[src/rtl/sender_pkg.sv]
// Shared types and sizing for the burst sender arbiter.
package sender_pkg;

  localparam int N_CLIENTS     = 4;
  localparam int BURST_LEN     = 16;
  localparam int START_TIMEOUT = 8;
  localparam int WORD_W        = 16;

  localparam int IDX_W  = $clog2(N_CLIENTS);
  localparam int WCNT_W = $clog2(BURST_LEN);
  localparam int TCNT_W = $clog2(START_TIMEOUT);

  typedef enum logic [1:0] {
    IDLE  = 2'd0,
    START = 2'd1,
    BURST = 2'd2,
    DONE  = 2'd3
  } state_e;

  // Index of the set bit of a one-hot client vector (0 when empty).
  function automatic logic [IDX_W-1:0] onehot_to_idx(input logic [N_CLIENTS-1:0] oh);
    logic [IDX_W-1:0] idx;
    idx = '0;
    for (int i = 0; i < N_CLIENTS; i++) begin
      if (oh[i]) idx = IDX_W'(i);
    end
    return idx;
  endfunction

endpackage

[src/rtl/sender_arbiter_if.sv]
// Client-side and sender-side signals of the arbiter, bundled as one interface.
interface sender_arbiter_if;
  import sender_pkg::*;

  logic [N_CLIENTS-1:0]        ClientReq;
  logic [N_CLIENTS*WORD_W-1:0] ClientData;
  logic [N_CLIENTS-1:0]        Grant;
  logic [N_CLIENTS-1:0]        Next;
  logic                        Transmit;
  logic [WORD_W-1:0]           TxData;
  logic                        Request;
  logic                        Ready;
  logic                        Busy;
  logic                        BurstDone;
  logic                        Error;

  // Environment side: clients plus the sender.
  modport master (
    output ClientReq, ClientData, Request, Ready,
    input  Grant, Next, Transmit, TxData, Busy, BurstDone, Error
  );

  // Arbiter side.
  modport slave (
    input  ClientReq, ClientData, Request, Ready,
    output Grant, Next, Transmit, TxData, Busy, BurstDone, Error
  );

endinterface

[src/rtl/rr_arbiter.sv]
// Combinational round-robin pick: first requester strictly after ptr, wrapping.
module rr_arbiter
  import sender_pkg::*;
(
  input  logic [N_CLIENTS-1:0] req,
  input  logic [IDX_W-1:0]     ptr,
  output logic [N_CLIENTS-1:0] gnt
);

  logic [IDX_W-1:0] idx;
  logic             found;

  // Scan ptr+1 .. ptr+N (mod N); the last candidate is ptr itself.
  always_comb begin
    gnt   = '0;
    found = 1'b0;
    idx   = '0;
    for (int i = 1; i <= N_CLIENTS; i++) begin
      idx = ptr + IDX_W'(i);
      if (!found && req[idx]) begin
        gnt[idx] = 1'b1;
        found    = 1'b1;
      end
    end
  end

endmodule

[src/rtl/sender_arbiter.sv]
// Burst arbiter: hands the sender to one client at a time for a 16-word burst.
//
//  state | meaning
//  IDLE  | no owner; grant the next round-robin requester
//  START | owner chosen, Transmit high, waiting for the sender's Request
//  BURST | sender moving words; each Request falling edge is one word
//  DONE  | single cycle after the last word; BurstDone, pointer updated
module sender_arbiter
  import sender_pkg::*;
(
  input  logic            clk,
  input  logic            Reset_n,
  sender_arbiter_if.slave bus
);

  state_e                state_q, state_d;
  logic [N_CLIENTS-1:0]  grant_q, grant_d;
  logic [N_CLIENTS-1:0]  next_q, next_d;
  logic                  transmit_q, transmit_d;
  logic                  busy_q, busy_d;
  logic                  burst_done_q, burst_done_d;
  logic                  error_q, error_d;
  logic [IDX_W-1:0]      ptr_q, ptr_d;
  logic [TCNT_W-1:0]     tcnt_q, tcnt_d;
  logic [WCNT_W-1:0]     wcnt_q, wcnt_d;
  logic                  req_prev_q, req_prev_d;
  logic [N_CLIENTS-1:0]  rr_gnt;
  logic                  word_done;
  logic [WORD_W-1:0]     tx_data;
  logic                  unused_ready;

  // Ready is observation-only; it never steers the controller.
  assign unused_ready = bus.Ready;

  rr_arbiter u_rr (
    .req (bus.ClientReq),
    .ptr (ptr_q),
    .gnt (rr_gnt)
  );

  assign word_done = req_prev_q & ~bus.Request;

  // State, counters, pointer and registered outputs.
  always_ff @(posedge clk or negedge Reset_n) begin
    if (!Reset_n) begin
      state_q      <= IDLE;
      grant_q      <= '0;
      next_q       <= '0;
      transmit_q   <= 1'b0;
      busy_q       <= 1'b0;
      burst_done_q <= 1'b0;
      error_q      <= 1'b0;
      ptr_q        <= IDX_W'(N_CLIENTS - 1);
      tcnt_q       <= '0;
      wcnt_q       <= '0;
      req_prev_q   <= 1'b0;
    end else begin
      state_q      <= state_d;
      grant_q      <= grant_d;
      next_q       <= next_d;
      transmit_q   <= transmit_d;
      busy_q       <= busy_d;
      burst_done_q <= burst_done_d;
      error_q      <= error_d;
      ptr_q        <= ptr_d;
      tcnt_q       <= tcnt_d;
      wcnt_q       <= wcnt_d;
      req_prev_q   <= req_prev_d;
    end
  end

  // Next-state and output decode; outputs are registered off the next state.
  always_comb begin
    state_d      = state_q;
    grant_d      = grant_q;
    next_d       = '0;
    error_d      = 1'b0;
    ptr_d        = ptr_q;
    tcnt_d       = tcnt_q;
    wcnt_d       = wcnt_q;
    req_prev_d   = bus.Request;

    unique case (state_q)
      IDLE: begin
        if (|bus.ClientReq) begin
          state_d = START;
          grant_d = rr_gnt;
          tcnt_d  = '0;
          wcnt_d  = '0;
        end
      end
      START: begin
        if (bus.Request) begin
          state_d = BURST;
        end else if (tcnt_q == TCNT_W'(START_TIMEOUT - 1)) begin
          // Sender never answered: give up without charging the client a turn.
          state_d = IDLE;
          grant_d = '0;
          error_d = 1'b1;
        end else begin
          tcnt_d = tcnt_q + 1'b1;
        end
      end
      BURST: begin
        if (word_done) begin
          next_d = grant_q;
          if (wcnt_q == WCNT_W'(BURST_LEN - 1)) begin
            state_d = DONE;
            grant_d = '0;
            ptr_d   = onehot_to_idx(grant_q);
          end else begin
            wcnt_d = wcnt_q + 1'b1;
          end
        end
      end
      DONE: begin
        state_d = IDLE;
      end
      default: begin
        state_d = IDLE;
        grant_d = '0;
      end
    endcase

    transmit_d   = (state_d == START);
    busy_d       = (state_d == START) || (state_d == BURST);
    burst_done_d = (state_d == DONE);
  end

  // Word mux toward the sender; zero when nobody owns it.
  always_comb begin
    tx_data = '0;
    for (int i = 0; i < N_CLIENTS; i++) begin
      if (grant_q[i]) tx_data = bus.ClientData[i*WORD_W +: WORD_W];
    end
  end

  assign bus.Grant     = grant_q;
  assign bus.Next      = next_q;
  assign bus.Transmit  = transmit_q;
  assign bus.TxData    = tx_data;
  assign bus.Busy      = busy_q;
  assign bus.BurstDone = burst_done_q;
  assign bus.Error     = error_q;

endmodule

[src/flat_wrapper.sv]
// flat-port wrapper written by rule: the top's interface ports become plain ports
module sender_arbiter_flat import sender_pkg::*;
  (clk, Reset_n, bus_ClientReq, bus_ClientData, bus_Request, bus_Ready, bus_Grant, bus_Next, bus_Transmit, bus_TxData, bus_Busy, bus_BurstDone, bus_Error);
  sender_arbiter_if bus_i ();
  input  logic clk;
  input  logic Reset_n;
  input wire logic [$bits(bus_i.ClientReq)-1:0] bus_ClientReq;
  input wire logic [$bits(bus_i.ClientData)-1:0] bus_ClientData;
  input wire logic [$bits(bus_i.Request)-1:0] bus_Request;
  input wire logic [$bits(bus_i.Ready)-1:0] bus_Ready;
  output wire logic [$bits(bus_i.Grant)-1:0] bus_Grant;
  output wire logic [$bits(bus_i.Next)-1:0] bus_Next;
  output wire logic [$bits(bus_i.Transmit)-1:0] bus_Transmit;
  output wire logic [$bits(bus_i.TxData)-1:0] bus_TxData;
  output wire logic [$bits(bus_i.Busy)-1:0] bus_Busy;
  output wire logic [$bits(bus_i.BurstDone)-1:0] bus_BurstDone;
  output wire logic [$bits(bus_i.Error)-1:0] bus_Error;
  assign bus_i.ClientReq = bus_ClientReq;
  assign bus_i.ClientData = bus_ClientData;
  assign bus_i.Request = bus_Request;
  assign bus_i.Ready = bus_Ready;
  assign bus_Grant = bus_i.Grant;
  assign bus_Next = bus_i.Next;
  assign bus_Transmit = bus_i.Transmit;
  assign bus_TxData = bus_i.TxData;
  assign bus_Busy = bus_i.Busy;
  assign bus_BurstDone = bus_i.BurstDone;
  assign bus_Error = bus_i.Error;
  sender_arbiter u_core (.clk(clk), .Reset_n(Reset_n), .bus(bus_i));
endmodule
[config.mk]
export PLATFORM = sky130hd
export DESIGN_NAME = sender_arbiter_flat
export DESIGN_NICKNAME = d
export VERILOG_FILES = /design/src/rtl/sender_pkg.sv /design/src/rtl/sender_arbiter_if.sv /design/src/rtl/rr_arbiter.sv /design/src/rtl/sender_arbiter.sv /design/src/flat_wrapper.sv
export SDC_FILE = /design/constraint.sdc
export NUM_CORES = 1
export LEC_CHECK = 0
export CAP_MARGIN = 10
export CORE_MARGIN = 2
export CORE_UTILIZATION = 43
export DETAILED_ROUTE_END_ITERATION = 7
export PLACE_DENSITY = 0.86
export SKIP_CTS_REPAIR_TIMING = 1
export SLEW_MARGIN = 20
export SYNTH_ARGS = -nofsm -noshare
export SYNTH_HDL_FRONTEND = slang
export SYNTH_HIERARCHICAL = 1
export SYNTH_SLANG_ARGS = --single-unit
[constraint.sdc]
create_clock -name clk -period 6.5 [get_ports clk]
set_input_delay 0.975 -clock clk [delete_from_list [all_inputs] [get_ports clk]]
set_output_delay 0.975 -clock clk [all_outputs]
set_load 0.005 [all_outputs]
Yosys cells after proc, flatten, opt, wreduce, memory -nomap -nowiden
Cells that the tools add are included.
{"block": "classes", "add_sub_neg": 5, "order_cmp": 8, "n_eq_ne": 15, "muxes": 55, "n_bitwise": 5, "n_reduce_logical": 20}
{"cell": "16-bit 2-to-1 mux", "count": 4}
{"cell": "4-bit 2-to-1 mux", "count": 14}
{"cell": "1-bit 2-to-1 mux", "count": 15}
{"cell": "2-bit 2-to-1 mux", "count": 7}
{"cell": "2-bit by 3-bit less-than comparator with 1-bit output, second input constant", "count": 4}
{"cell": "4-bit OR", "count": 3}
{"cell": "4-bit one-hot mux with 3 select lines", "count": 1}
{"cell": "3-bit 2-to-1 mux", "count": 3}
{"cell": "1-bit binary-select mux with 2-bit select", "count": 4}
{"cell": "1-bit demux with 2-bit select", "count": 4}
{"cell": "2-bit equality test, second input constant", "count": 4}
{"cell": "2-bit by 1-bit greater-or-equal comparator with 1-bit output, second input constant", "count": 4}
{"cell": "2-bit by 1-bit != test with 1-bit output, second input constant", "count": 4}
{"cell": "2-bit one-hot mux with 4 select lines", "count": 1}
{"cell": "4-bit one-hot mux with 2 select lines", "count": 1}
{"cell": "4-bit AND reduction", "count": 2}
{"cell": "1-bit logical AND", "count": 7}
{"cell": "2-bit != test, second input constant", "count": 3}
{"cell": "3-bit one-hot mux with 2 select lines", "count": 1}
{"cell": "6-bit AND reduction", "count": 1}
{"cell": "2-bit adder, second input constant", "count": 2}
{"cell": "4-bit by 1-bit adder with 4-bit output, second input constant", "count": 1}
{"cell": "2-bit by 1-bit equality test with 1-bit output, second input constant", "count": 2}
{"cell": "4-bit equality test, second input constant", "count": 1}
{"cell": "12 further kinds", "count": 15}
{"block": "totals", "register_bits": 24, "in_bits": 72, "output_inout_bits": 28}

Depth between registers and ports, before layout
{"block": "logic_depth", "depth_word": 15, "ltp_mapped": 9}

By module
The synthesis kept the hierarchy.
{"module": "sender_arbiter", "instances": 1, "cells_each": 166, "area_each_um2": 1560.2, "seq_area_each_um2": 603.1}
{"module": "rr_arbiter", "instances": 1, "cells_each": 38, "area_each_um2": 357.8, "seq_area_each_um2": 0.0}

Worst setup path after synthesis
No wires, ideal clock.
{"block": "synth_timing", "kind": "reg-to-output", "startpoint": "reg u_core.grant_q[3], in the netlist u_core/bus.Grant[3]", "endpoint": "out bus_TxData[0]", "arrival_time_ps": 1511, "slack_ps": 4014, "stages_incl_launch_ff": 6, "path_buffers": 2, "path_cell_list": "dfrtp_1 -> clkbuf_1 -> nor4b_2 -> clkbuf_1 -> a22oi_1 -> o21ai_0"}
{"block": "synth_via", "elab_chain_len": 1}
{"item": "from (decl)", "line": "sender_arbiter.sv:17", "source": "logic [N_CLIENTS-1:0] grant_q, grant_d;"}
{"item": "from (signal assigned)", "line": "sender_arbiter.sv:59", "source": "grant_q <= grant_d;"}
{"item": "16-bit 2-to-1 mux", "line": "sender_arbiter.sv:134", "source": "if (grant_q[i]) tx_data = bus.ClientData[i*WORD_W +: WORD_W];"}
{"item": "to (decl)", "line": "flat_wrapper.sv:14", "source": "output wire logic [$bits(bus_i.TxData)-1:0] bus_TxData;"}
Every way passes these cells.

Worst setup path after layout
{"block": "layout_timing", "startpoint": "reg u_core.grant_q[2], in the netlist u_core/bus.Grant[2]", "endpoint": "out bus_TxData[7]"}
{"block": "layout_via", "elab_chain_len": 2}
{"item": "16-bit 2-to-1 mux (2 in a row)", "line": "sender_arbiter.sv:134"}
Every way passes these cells.

==> results.yml <==
worst_setup_path:
  crit_required_ns: 5.52
  cp_slowest_stage_delay_ns: 0.69
  startpoint_type: "flop"
  worst-path-max-fanout: 23
  crit_path_end_kind: "output port"
  critical_path_class: "flop to output port"
  critPathSlowestCell: "nor2b_2"
  path_cells: "nor2b_2 > a22oi_1 > o21ai_0 > clkdlybuf4s50_1"
  cp.arrival_ns: 2.62
route:
  drt_iter0_markers: 94
  wl_per_cell_um: 15.8
  wl_um: 5510
  route.detailed.drc: 0
  num_vias: 1905
  ant_nets: 0
  via_per_inst: 5.47
  dr.pass1.iters: 5
cts:
  htree_num_levels: 1
  insertion_delay_ns: 0.27
  root_buffer: "clkbuf_8"
  clk_path_buf_depth: 2
  cts_num_sinks: 24
  cts_buffers: 3
  cts_tree: "yes"
  path_clk_slew_ns: 0.08
global_route:
  grt_overflow: 0
  grtUsageMet3_pct: 4.27
  top_usage_layer: "met2"
  grt_pass1_wl_um: 9070
  use_met2_pct: 40.1
  met1_usage_pct: 27.5
  grt_pass1_vias: 1876
  grt_max_degree: 39
  antenna_found_initial: 0
  track_usage_pct: 22.5
synth:
  ys_types: 36
  synth_edf_count: 0
  synth_seq_cells: 24
  yosysTopAreaCellShare_pct: 28.7
  yosysWarnings: 6
  syn_nets: 294
  syn_inst: 204
  synth_top_area_cell: "dfrtp_1"
  synth.area.top_cells: "dfrtp_1 (29%), a22oi_1 (13%), ha_1 (12%)"
  yosysSeqAreaShare_pct: 31.4
  yosysMostFrequentCell: "a22oi_1"
  netlist_area_um2: 1920
  syn_area_per_cell_um2: 9.40
  async_flop_share_pct: 100
  synth_commonest_cells: "a22oi_1 (32), o21ai_0 (25), dfrtp_1 (22)"
  synthFlopType: "dfrtp_1"
timing:
  finClkSkew_ns: 0.00363
  setup_viol_count_final: 0
  tns_ns: 0
  fmax_ghz: 0.278
  tightest_slew_ns: 0.789
  grt_setup_unrepaired: "false"
  hold_slack_ns: 0.504
  post-route-period-util_pct: 55.4
  post-route-min-period_ns: 3.60
  drv_slew: 0
  finalWorstSetupSlack_ns: 2.90
  relSlewSlack_pct: 47.4
  finalHoldViolCount: 0
cells_and_area:
  fin_nets: 387
  syn_to_final_growth_pct: 55.2
  nFillCells: 340
  drive_gt1_share_pct: 6.08
  fin_util_pct: 68.8
  n_antenna_cell: 0
  design_area_um2: 2980
place:
  place_ws_ns: 3.17
  portBuffers: 98
  hpwl_um: 4300
  place.gp.congestion: 0.920
  post_dp_cell_area_um2: 2930
flow_run:
  max_cap_viol_count: 0
power_and_ir_drop:
  power_density_nw_per_um2: 263
  peakVddDrop_v: 0.000268
  power_leakage_nw: 1.17
floorplanning:
  die_w_um: 70.8
  initial_utilization_pct: 44.4
  fp.coreArea_um2: 4320
  fp.dieArea_um2: 5010
  num_rows: 24
  die_h_um: 70.8
  ios: 100
run_status:
  status: "complete, no violations"
hold_path:
  worst_hold_path_type: "flop to flop"
## state kept, by name, indices dropped and copies added (netlist names)
name,flops
u_core/req_prev_q,1
u_core/ptr_q,2
u_core/bus.Grant,4
u_core/tcnt_q,3
u_core/bus.Transmit,1
u_core/bus.Error,1
u_core/wcnt_q,4
u_core/bus.Next,4
u_core/state_q,2
u_core/bus.Busy,1
u_core/bus.BurstDone,1
## cells by family after synthesis
kind of cell / after synthesis / synth area share, %
compound gates: 80 / 27.7
fa+ha+maj: 18 / 11.7
buf+inv: 24 / 5.09
flops: 24 / 31.4
mux: 8 / 7.44
simple gates: 50 / 16.6
## layout by cell type, fill, tap and decap left out, types with 2 or more instances in the layout
| cell | count |
|---|---|
| a21oi_1 | 8 |
| a22oi_1 | 32 |
| a32o_1 | 2 |
| and2_1 | 5 |
| clkbuf_8 | 4 |
| clkdlybuf4s50_1 | 97 |
| dfrtp_1 | 21 |
| dfstp_2 | 2 |
| ha_1 | 18 |
| inv_1 | 13 |
| mux2_1 | 4 |
| mux4_1 | 2 |
| mux4_2 | 2 |
| nand2_1 | 10 |
| nand2b_1 | 3 |
| nand3_1 | 3 |
| nor2_1 | 7 |
| nor2b_1 | 5 |
| nor3b_1 | 7 |
| o211ai_1 | 6 |
| o21ai_0 | 25 |
| o31ai_1 | 2 |
## critical path, delay by kind of cell, from the launching register on
kind | cells | cell delay, ns
AND/OR/NAND/NOR | 1 | 0.69
flip-flops | 1 | 0.68
buffers and inverters | 1 | 0.56
AO/OA/AOI/OAI | 2 | 0.43
## metal layers
metal  vias up  share of wire, %
li1        955                 -
met1       897                41
met2        40                53
met3        13               3.9
met4         0               2.5
met5         -                 0
## power breakdown
group	internal, W	leakage, nW	switching (W)
sequential	0.000179	0.313	0.0000514
clock	0.0000541	0.0288	0.0000458
combinational	0.000259	0.830	0.000194
## stage by stage
step,power [W],cells
2_1_floorplan,0.000442,204
3_3_place_gp,0.000673,344
3_5_place_dp,0.000682,344
4_1_cts,0.000788,348
5_1_grt,0.000846,348
6_report,0.000784,348
## final timing paths
| kind | from | end | slack (ns) | depth (start not counted) |
|---|---|---|---|---|
| min | u_core/tcnt_q[1] | u_core/tcnt_q[1] | 0.50 | 1 |
| min reg2reg | u_core/tcnt_q[1] | u_core/tcnt_q[1] | 0.50 | 1 |
| max in group asynchronous | Reset_n | u_core/bus.Grant[3] | 5.46 | 1 |
| min in group asynchronous | Reset_n | u_core/tcnt_q[0] | 0.66 | 1 |
| max reg2reg | u_core/ptr_q[0] | u_core/bus.Grant[1] | 3.86 | 8 |
| max | u_core/bus.Grant[2] | bus_TxData[7] | 2.90 | 4 |
## area by class of cell
type,count,area [um2],area share (%)
clock buffers,4,55.1,1.85
inverters,13,48.8,1.64
multi-input cells,156,1220,41.0
flip-flops and latches,24,604,20.3
well taps,52,65.1,2.19
repair buffers,99,983,33.0
(Power assumes the default switching activity.)
